`src/rtl/dec_scan_pkg.sv`:
```
// Shared encodings for the dec_24 scan sequencer.
// State values are fixed so that status decoding stays stable across revisions.
package dec_scan_pkg;

  typedef enum logic [1:0] {
    ST_IDLE = 2'd0,
    ST_SCAN = 2'd1,
    ST_DONE = 2'd2
  } state_t;

  localparam int IDX_W = 2;
  localparam logic [IDX_W-1:0] LAST_IDX = 2'd3;

endpackage

```
`src/rtl/dec_scan_ctrl_dwell_ctr.sv`:
```
// Loadable down-counter that times how long each decoder line is held.
// load wins over dec; zero reflects the registered count.
module dwell_ctr #(
  parameter int DWELL_W = 4
) (
  input  logic               clk,
  input  logic               rst_n,
  input  logic               load,
  input  logic [DWELL_W-1:0] load_val,
  input  logic               dec,
  output logic               zero
);

  logic [DWELL_W-1:0] count;

  always_ff @(posedge clk or negedge rst_n) begin
    if (!rst_n) begin
      count <= '0;
    end else if (load) begin
      count <= load_val;
    end else if (dec && (count != '0)) begin
      count <= count - 1'b1;
    end
  end

  assign zero = (count == '0);

endmodule

```
`src/rtl/dec_scan_ctrl.sv`:
```
// Sequencer driving dec_24 select/enable so d0..d3 assert one at a time,
// each for a latched dwell, in single-sweep or continuous mode.
module dec_scan_ctrl
  import dec_scan_pkg::*;
#(
  parameter int DWELL_W = 4
) (
  input  logic               clk,
  input  logic               rst_n,
  input  logic               start,
  input  logic               stop,
  input  logic               cont,
  input  logic [DWELL_W-1:0] dwell,
  output logic               a1,
  output logic               a0,
  output logic               en,
  output logic               busy,
  output logic               done
);

  // Handshake: start is accepted only in IDLE (and beats a same-cycle stop),
  // stop is honoured only in SCAN, busy is high for the whole SCAN, and done
  // pulses for one cycle after a single sweep ends without being stopped.

  state_t             state, state_n;
  logic [IDX_W-1:0]   index, index_n;
  logic               cont_l;
  logic [DWELL_W-1:0] dwell_l;
  logic [DWELL_W-1:0] dwell_in;
  logic [DWELL_W-1:0] ctr_val;
  logic               ctr_load, ctr_dec, ctr_zero;
  logic               latch;

  assign dwell_in = (dwell == '0) ? DWELL_W'(1) : dwell;

  dwell_ctr #(.DWELL_W(DWELL_W)) u_dwell_ctr (
    .clk      (clk),
    .rst_n    (rst_n),
    .load     (ctr_load),
    .load_val (ctr_val),
    .dec      (ctr_dec),
    .zero     (ctr_zero)
  );

  always_comb begin
    state_n  = state;
    index_n  = index;
    ctr_load = 1'b0;
    ctr_dec  = 1'b0;
    ctr_val  = dwell_l - 1'b1;
    latch    = 1'b0;
    case (state)
      ST_IDLE: begin
        if (start) begin
          state_n  = ST_SCAN;
          index_n  = '0;
          ctr_load = 1'b1;
          ctr_val  = dwell_in - 1'b1;
          latch    = 1'b1;
        end
      end
      ST_SCAN: begin
        if (stop) begin
          state_n = ST_IDLE;
        end else if (!ctr_zero) begin
          ctr_dec = 1'b1;
        end else if (index != LAST_IDX) begin
          index_n  = index + 1'b1;
          ctr_load = 1'b1;
        end else if (cont_l) begin
          index_n  = '0;
          ctr_load = 1'b1;
        end else begin
          state_n = ST_DONE;
        end
      end
      ST_DONE: state_n = ST_IDLE;
      default: state_n = ST_IDLE;
    endcase
  end

  always_ff @(posedge clk or negedge rst_n) begin
    if (!rst_n) begin
      state   <= ST_IDLE;
      index   <= '0;
      cont_l  <= 1'b0;
      dwell_l <= DWELL_W'(1);
    end else begin
      state <= state_n;
      index <= index_n;
      if (latch) begin
        cont_l  <= cont;
        dwell_l <= dwell_in;
      end
    end
  end

  // Outputs are loaded from next-state values so they change on the same edge.
  always_ff @(posedge clk or negedge rst_n) begin
    if (!rst_n) begin
      a1   <= 1'b0;
      a0   <= 1'b0;
      en   <= 1'b0;
      busy <= 1'b0;
      done <= 1'b0;
    end else begin
      {a1, a0} <= (state_n == ST_SCAN) ? index_n : '0;
      en       <= (state_n == ST_SCAN);
      busy     <= (state_n == ST_SCAN);
      done     <= (state_n == ST_DONE);
    end
  end

endmodule

```
`config.mk`:
```
export PLATFORM = sky130hd
export DESIGN_NAME = dec_scan_ctrl
export DESIGN_NICKNAME = d
export VERILOG_FILES = /design/src/rtl/dec_scan_pkg.sv /design/src/rtl/dec_scan_ctrl_dwell_ctr.sv /design/src/rtl/dec_scan_ctrl.sv
export SDC_FILE = /design/constraint.sdc
export NUM_CORES = 1
export LEC_CHECK = 0
export CAP_MARGIN = 25
export CORE_UTILIZATION = 57
export CTS_CLUSTER_DIAMETER = 40
export CTS_CLUSTER_SIZE = 28
export DETAILED_ROUTE_END_ITERATION = 6
export PLACE_DENSITY = 0.86
export SYNTH_ARGS = -nofsm -noshare
export SYNTH_HDL_FRONTEND = slang
export SYNTH_HIERARCHICAL = 1
export SYNTH_SLANG_ARGS = --single-unit
export TNS_END_PERCENT = 50
```
`constraint.sdc`:
```
create_clock -name clk -period 4.8 [get_ports clk]
set_clock_uncertainty 0.15 [all_clocks]
set_input_delay 0.96 -clock clk [delete_from_list [all_inputs] [get_ports clk]]
set_output_delay 0.96 -clock clk [all_outputs]
set_load 0.02 [all_outputs]
```
==> flow_summary.yaml, run 1 <==
power_and_ir_drop:
  p_per_area_mw_per_mm2: 410
  fin_total_pwr_uw: 474
  comb_power_share: 0.370
  vdd_drop_max_uv: 256
  seq_power_share: 0.461
  p_sw_frac: 0.373
  p_switching_uw: 177
  internal-power_uw: 297
  leakagePower_nw: 0.502
  p_clk_frac: 0.169
yosys:
  post-synth-top-count-cell: "dfrtp_1"
  syn_avg_cell_area_um2: 10.3
  syn-num-nets: 112
  netlist_area_mm2: 0.00101
  yosys-top-cells-count: "16 x dfrtp_1, 9 x inv_1, 6 x nor2_1"
  ys_seq_area_frac: 0.424
  synthArstFlopShare: 1.00
  synthCells: 98
  ys.flop_type: "dfrtp_1"
  synth_warnings: 6
  synth.distinct_cells: 39
  synth_seq_cells: 17
  synth.area.top_cells: "dfrtp_1 40%, ha_1 6.2%, inv_1 3.4%"
  synth_edf_count: 0
  synth_top_cell_area_share: 0.398
  yosysTopAreaCell: "dfrtp_1"
hold_path:
  hp-start: "dwell_l[3]"
  holdPathEnd: "dwell_l[3]"
  hp-class: "flip-flop to flip-flop"
  whs_path_depth: 1
critical_path:
  cp.required_ns: 4.85
  cp.arrival_ns: 2.88
  cp-start-kind: "flip-flop"
  r2r_setup_slack_ns: 1.97
  endpoint_kind: "flip-flop"
  max_stage_delay_ns: 0.56
  path_delay_family: "simple AND/OR/NAND/NOR gates"
  criticalPathCategory: "flip-flop to flip-flop"
  worstPathMaxFanout: 10
  critPathBufInv: 1
  cp_cell_sequence: "inv_1 > ha_1 > nor3b_2 > nor2b_1 > nand3b_1 > a21oi_1 > nor3_1 > a221o_1"
  r2r_cells: 8
  cp_slowest_cell: "a21oi_1"
  r2r_end: "u_dwell_ctr/count[3]"
  reg2reg_from: "u_dwell_ctr/count[0]"
die:
  io_pins: 14
  row_count: 14
  initial_core_util: 0.639
  core-area_mm2: 0.00158
  die_w_um: 44.0
  die_area_mm2: 0.00194
  dieHeight_um: 44.0
clocking:
  clock_tree.buffer_depth: 2
  clkTransAtPathRegs_ns: 0.11
  clkSinkCount: 17
  clock_latency_ns: 0.30
  cts_buffers: 3
  post_cts_buffers: 0
  ctsHoldBuffers: 0
  htreeDepth: 1
  tritoncts: "done"
  cts_resized: 0
  root_buffer: "clkbuf_4"
sta:
  min_period_ns: 2.83
  slew_headroom: 0.493
  setup_viol: 0
  tightest_slew_ns: 0.758
  final_max_slew_viol_count: 0
  whs_ns: 0.389
  tns_ns: 0
  rsz0062_at_grt: "false"
  finalCritPeriodShare: 0.590
  fmax_mhz: 353
  hold_violations: 0
global_route:
  grt_first_pass_wirelength_mm: 3.29
  grt_pass1_vias: 762
  antenna_found_initial: 0
  overflow: 0
  grt_max_degree: 18
  gr-usage-all-layers: 0.231
finish:
  final_nets: 127
  fillCellCount: 119
  stdcell_count: 128
  diodes: 0
  area_growth_pct: 14.9
  drive_gt1_frac: 0.134
placement:
  dpl.cell_count: 124
  dp_hpwl_mm: 1.32
  gp_congestion: 0.861
  port-buffer-count: 13
drt:
  dr.pass1.iters: 4
  wl_per_cell_um: 14.5
  drc_errors: 0
  num_vias: 763
  routed_wl_mm: 1.85
  drt_iter0_drc: 11
  viasPerCell: 5.96
  antenna_left: 0
status:
  status: "completed"
flow_run:
  maxCapViolCount: 0
final cells by class:
cell class	instances	area, µm²	area share
clock buffer	3	22.5	0.0195
inverter	9	33.8	0.0292
timing repair buffer	13	130	0.112
clock inverter	1	7.51	0.00649
tap	16	20.0	0.0173
sequential	17	427	0.369
multi-input combinational	69	517	0.446
cells in the final DEF, fill, tap and decap left out, drive strengths merged, types with 3 or more instances in the layout:
cell	synthesis	layout
a21oi	4	4
a31oi	3	3
clkbuf	0	3
clkdlybuf4s50	0	13
dfrtp	16	16
ha	5	5
inv	9	9
mux2	3	3
nand2	5	5
nand2b	3	3
nor2	7	7
nor2b	3	3
nor3	4	4
nor3b	4	4
o21ai	7	7
power by group through the flow:
stage	sequential (mW)	clock, mW	combinational, mW
after global placement	0.217	0	0.167
after global routing	0.225	0.0859	0.197
final	0.218	0.0803	0.175
after CTS	0.218	0.0822	0.176
after detailed placement	0.220	0	0.174
after floorplan	0.217	0	0.129
cells by family (layout without fill, tap and decap cells):
kind of cell,count (synthesis),count (layout),share of synthesized area
compound gates,22,22,0.150
fa+ha+maj,5,5,0.0621
simple gates,35,35,0.231
xor+xnor,3,3,0.0261
mux,4,4,0.0435
flops,17,17,0.424
buf+inv,12,26,0.0634
flip-flops by register name, indices dropped and copies added, names as in the netlist:
name               count
index                  2
cont_l                 1
busy                   1
done                   1
a1                     1
a0                     1
state                  2
u_dwell_ctr/count      4
dwell_l                4
worst max-delay path by stage:
| stage | endpoint | slack [ns] | startpoint | depth (start not counted) |
|---|---|---|---|---|
| 6_report | u_dwell_ctr/count[3] | 1.97 | u_dwell_ctr/count[0] | 8 |
| 5_1_grt | u_dwell_ctr/count[3] | 1.65 | u_dwell_ctr/count[0] | 8 |
| 4_1_cts | u_dwell_ctr/count[3] | 1.99 | u_dwell_ctr/count[0] | 8 |
| 3_5_place_dp | u_dwell_ctr/count[3] | 1.84 | stop | 6 |
| 3_3_place_gp | u_dwell_ctr/count[3] | 1.96 | stop | 6 |
| 2_1_floorplan | u_dwell_ctr/count[3] | 2.63 | u_dwell_ctr/count[0] | 9 |
per-layer routing:
layer	vias to the layer above	share of wire	GRT usage
li1	375	-	-
met1	354	0.47	0.308
met5	-	0	0
met4	0	0.023	0.109
met2	26	0.46	0.374
met3	8	0.041	0.0286
per-stage QoR:
stage / utilization / worst slack, ns / instance area (µm²)
final: 0.734 / 1.97 / 1160
after global routing: 0.734 / 1.65 / 1160
after CTS: 0.734 / 1.99 / 1160
after detailed placement: 0.715 / 1.84 / 1130
after global placement: 0.715 / 1.96 / 1130
after floorplan: - / 2.63 / 1010
Power figures use the tool's default switching activity.
==> run 2, diff against run 1 <==
- CORE_UTILIZATION: 57 -> 53
- PLACE_DENSITY: 0.86 -> 0.81
- clock period: 4.8 -> 2.9 ns (I/O delays scaled with it)
==> run 2 against run 1 <==
Effect of this change: combinational power is 69% higher; design area increased by 2.7%; core utilization shrank 5.3 points; die area rose by 7.2%; global-route usage decreased by 2.8 points; via count down 1.8%; maximum frequency increased by 28%; clock power rose by 53%; wire length shrank 9.5%; critical path depth grew 1; sequential share of layout area shrank 0.97 points; setup slack worse by 1.3 ns; critical path type unchanged.
==> flow_summary.yaml, run 2 (synthesis results as in run 1) <==
critical_path:
  cp-start-kind: "flip-flop"
  worstPathMaxFanout: 10
  endpoint_kind: "flip-flop"
  cp.arrival_ns: 2.28
  criticalPathCategory: "flip-flop to flip-flop"
  cp.required_ns: 2.96
finish:
  area_growth_pct: 18.0
  final_nets: 130
  reg.largest.list: "dwell_l (4), u_dwell_ctr/count (4)"
  diodes: 0
  drive_gt1_frac: 0.157
  layout_commonest_cell: "dfrtp_1"
  mostFrequentLayoutCells: "16 x dfrtp_1, 13 x clkdlybuf4s50_1, 9 x inv_1"
  stdcell_count: 140
clocking:
  root_buffer: "clkbuf_4"
  clkTransAtPathRegs_ns: 0.10
  ctsHoldBuffers: 0
  clock_latency_ns: 0.28
  clock_tree.buffer_depth: 2
  cts_buffers: 3
  tritoncts: "done"
  clkSinkCount: 17
  post_cts_buffers: 0
  htreeDepth: 1
  cts_resized: 0
global_route:
  grt_first_pass_wirelength_mm: 2.93
  antenna_found_initial: 0
  gr-usage-all-layers: 0.203
  overflow: 0
  grt_max_degree: 18
  grt_pass1_vias: 673
power_and_ir_drop:
  leakagePower_nw: 0.522
  p_per_area_mw_per_mm2: 657
  comb_power_share: 0.379
  vdd_drop_max_uv: 338
  p_sw_frac: 0.357
  seq_power_share: 0.463
  p_clk_frac: 0.158
  internal-power_uw: 502
  p_switching_uw: 279
die:
  core-area_mm2: 0.00175
  initial_core_util: 0.577
  row_count: 15
  dieHeight_um: 45.6
  io_pins: 14
  die_w_um: 45.6
  die_area_mm2: 0.00208
sta:
  min_period_ns: 2.22
  finalCritPeriodShare: 0.765
  setup_viol: 0
  slew_headroom: 0.520
  tightest_slew_ns: 0.718
  rsz0062_at_grt: "false"
  fmax_mhz: 451
  hold_violations: 0
  final_max_slew_viol_count: 0
  tns_ns: 0
drt:
  antenna_left: 0
  num_vias: 749
  routed_wl_mm: 1.68
  drc_errors: 0
  viasPerCell: 5.35
  dr.pass1.iters: 4
  drt_iter0_drc: 9
  wl_per_cell_um: 12.0
status:
  status: "completed"
placement:
  dp_hpwl_mm: 1.34
  gp_congestion: 0.786
  port-buffer-count: 13
  dpl.cell_count: 136
hold_path:
  hp-class: "flip-flop to flip-flop"
flow_run:
  maxCapViolCount: 0
run 2: metrics by stage:
step,hold slack [ns],util,worst slack (ns),cell area (µm²),total power [mW]
global placement,0.362,0.665,0.559,1160,0.651
CTS,0.392,0.681,0.680,1190,0.788
detailed placement,0.370,0.665,0.519,1160,0.665
global route,0.417,0.681,0.527,1190,0.848
floorplan,0.134,-,0.732,1010,0.573
finish,0.393,0.681,0.681,1190,0.781
run 2: path summary, 6_finish.rpt:
kind / from / endpoint / slack (ns) / depth (start not counted)
min in group asynchronous: rst_n / u_dwell_ctr/count[3] / 0.56 / 1
max in group asynchronous: rst_n / index[1] / 1.58 / 1
min: dwell_l[3] / dwell_l[3] / 0.39 / 1
max reg2reg: u_dwell_ctr/count[0] / u_dwell_ctr/count[1] / 0.68 / 9
max: u_dwell_ctr/count[0] / u_dwell_ctr/count[1] / 0.68 / 9
min reg2reg: dwell_l[3] / dwell_l[3] / 0.39 / 1
run 2: cell type report:
class / instances / area [µm²]
fill: 149 / 557
timing repair buffer: 16 / 153
sequential: 17 / 427
inverter: 9 / 33.8
clock buffer: 3 / 22.5
tap: 25 / 31.3
multi-input combinational: 69 / 517
clock inverter: 1 / 5.00
run 2: power groups by stage:
stage / Combinational, mW / Clock (mW) / Sequential (mW)
after global placement: 0.289 / 0 / 0.362
after CTS: 0.299 / 0.126 / 0.362
after detailed placement: 0.299 / 0 / 0.366
after global routing: 0.337 / 0.139 / 0.372
after floorplan: 0.214 / 0 / 0.359
final: 0.296 / 0.123 / 0.361
run 2: worst max-delay path, cell delays in order (launching register included):
cell and delay (ns):
dfrtp_1 0.41, inv_1 0.06, ha_1 0.22, nor3b_2 0.17, nor2b_1 0.15, nand3b_1 0.10
a21oi_1 0.07, buf_4 0.18, or4_1 0.54, o211ai_2 0.09
run 2: layer usage:
metal / vias to the layer above / wire, µm / global-route usage
met3: 2 / 34 / 0.0357
met2: 6 / 764 / 0.303
met5: - / 0 / 0
li1: 384 / - / -
met1: 357 / 865 / 0.293
met4: 0 / 12 / 0.0727
==> run 3, diff against run 2 <==
- CORE_UTILIZATION: 53 -> 47
- PLACE_DENSITY: 0.81 -> 0.76
- clock period: 2.9 -> 1.8 ns (I/O delays scaled with it)
==> run 3 against run 2 <==
Effect of this change: the flow now finishes with violations (setup timing); die area rose by 12%; sequential share of layout area shrank 7.7 points; maximum frequency increased by 12%; cell count up 22%; design area up 27%; critical path depth is the same; total power increased by 110%; worst hold slack worse by 0.16 ns; non-clock buffer count is 29 higher; setup slack got worse by 0.85 ns.
==> flow_summary.yaml, run 3 (synthesis results as in run 1) <==
status:
  status: "finished, violations left"
  violations: "setup timing"
drt:
  dr.pass1.iters: 4
  met2WireLength_mm: 1.33
  antenna_left: 0
  drc_errors: 0
  viasPerCell: 5.34
  drt_iter0_drc: 5
  num_vias: 913
  routed_wl_mm: 2.53
  wl_met1_mm: 1.07
  wl_met3_um: 66
  top_layer_used: "met4"
  wl_per_cell_um: 14.8
critical_path:
  cp.arrival_ns: 2.04
  worstPathMaxFanout: 4
  r2r_end: "u_dwell_ctr/count[1]"
  cp_cell_sequence: "inv_1 > ha_2 > nor3b_4 > buf_4 > buf_6 > nor2_4 > inv_1 > or4_1 > o211ai_2"
  cp_slowest_cell: "or4_1"
  cp.required_ns: 1.87
  criticalPathCategory: "flip-flop to flip-flop"
  cp-start-kind: "flip-flop"
  max_stage_delay_ns: 0.48
  critPathBufInv: 4
  path_delay_family: "simple AND/OR/NAND/NOR gates"
  r2r_setup_slack_ns: -0.17
  cpMostUsedCell: "inv_1"
  endpoint_kind: "flip-flop"
  reg2reg_from: "u_dwell_ctr/count[0]"
  path_depth: 9
  r2r_cells: 9
clocking:
  root_buffer: "clkbuf_4"
  clkTransAtPathRegs_ns: 0.11
  cts_buffers: 3
  tritoncts: "done"
  clkSinkCount: 17
  clock_tree.buffer_depth: 2
  htreeDepth: 1
  ctsHoldBuffers: 0
  clock_latency_ns: 0.29
global_route:
  gr-usage-all-layers: 0.236
  grt_first_pass_wirelength_mm: 3.57
  grt_max_degree: 18
  antenna_found_initial: 0
  grt_pass1_vias: 858
  overflow: 0
power_and_ir_drop:
  fin_total_pwr_mw: 1.66
  leakagePower_nw: 0.714
  p_per_area_mw_per_mm2: 1100
  vdd_drop_max_uv: 885
sta:
  tns_ns: -0.817
  fmax_mhz: 507
  fin_ws_ns: -0.173
  final_max_slew_viol_count: 0
  slew_headroom: 0.804
  hold_violations: 0
  rsz0062_at_grt: "true"
  tightest_slew_ns: 0.293
  finalCritPeriodShare: 1.10
  setup_viol: 10
  min_period_ns: 1.97
finish:
  area_growth_pct: 50.4
  mostFrequentLayoutCells: "30 x buf_4, 16 x dfrtp_1, 11 x clkdlybuf4s50_1"
  diodes: 0
  fillCellCount: 129
  final_core_util: 0.765
  final_nets: 159
  reg.largest.list: "dwell_l (4), u_dwell_ctr/count (4)"
  layout_commonest_cell: "buf_4"
  drive_gt1_frac: 0.396
die:
  io_pins: 14
  initial_core_util: 0.508
  die_w_um: 48.3
  core-area_mm2: 0.00198
  row_count: 16
  dieHeight_um: 48.3
  die_area_mm2: 0.00233
placement:
  dp_hpwl_mm: 1.70
  place_ws_ns: -0.296
  port-buffer-count: 13
  gp_congestion: 0.817
flow_run:
  maxCapViolCount: 0
hold_path:
  hp-class: "primary input to async pin"
-- run 3: final cells by class --
type	instances	area, µm²	share of cell area
clock buffers	3	22.5	0.0149
inverters	9	33.8	0.0223
clock inverters	1	5.00	0.00330
well taps	27	33.8	0.0223
repair buffers	45	383	0.253
flip-flops and latches	17	427	0.282
multi-input cells	69	611	0.403
-- run 3: repair_timing --
item                                    in CTS  in global routing
resized for setup                            8                 11
setup buffers                                3                  5
hold endpoints to repair                     0                  0
endpoints found under the setup margin       9                 13
pin swaps                                    5                  3
gates cloned                                 0                  0
-- run 3: through the flow --
| stage | std cells | hold WS (ns) | area, µm² |
|---|---|---|---|
| 6_report | 171 | 0.230 | 1520 |
| 5_1_grt | 171 | 0.254 | 1520 |
| 4_1_cts | 166 | 0.231 | 1420 |
| 3_5_place_dp | 159 | 0.374 | 1340 |
| 3_3_place_gp | 159 | 0.363 | 1340 |
| 2_1_floorplan | 98 | -0.0856 | 1020 |
-- run 3: report_power, final --
part	total, mW	switching, mW	internal [mW]	leakage, nW
Sequential	0.546	0.0658	0.480	0.213
Combinational	0.906	0.405	0.501	0.483
Clock	0.209	0.126	0.0826	0.0177
Total	1.66	0.597	1.06	0.714
-- run 3: routing by layer --
metal	up-vias	GRT usage
met4	0	0.100
met3	8	0.0556
met1	448	0.269
li1	440	-
met5	-	0
met2	17	0.419
-- run 3: worst max path at each step --
| stage | from | endpoint | slack (ns) |
|---|---|---|---|
| 2_1_floorplan | u_dwell_ctr/count[0] | u_dwell_ctr/count[3] | -0.28 |
| 4_1_cts | u_dwell_ctr/count[0] | u_dwell_ctr/count[0] | -0.15 |
| 6_report | u_dwell_ctr/count[0] | u_dwell_ctr/count[1] | -0.17 |
| 3_5_place_dp | stop | u_dwell_ctr/count[3] | -0.30 |
| 5_1_grt | u_dwell_ctr/count[1] | u_dwell_ctr/count[1] | -0.27 |
| 3_3_place_gp | stop | u_dwell_ctr/count[1] | -0.24 |
-- run 3: worst register-to-register path, cell delays in order (launching register included) --
cell	delay (ns)
dfrtp_1	0.36
inv_1	0.05
ha_2	0.18
nor3b_4	0.15
buf_4	0.13
buf_6	0.12
nor2_4	0.12
inv_1	0.08
or4_1	0.48
o211ai_2	0.09
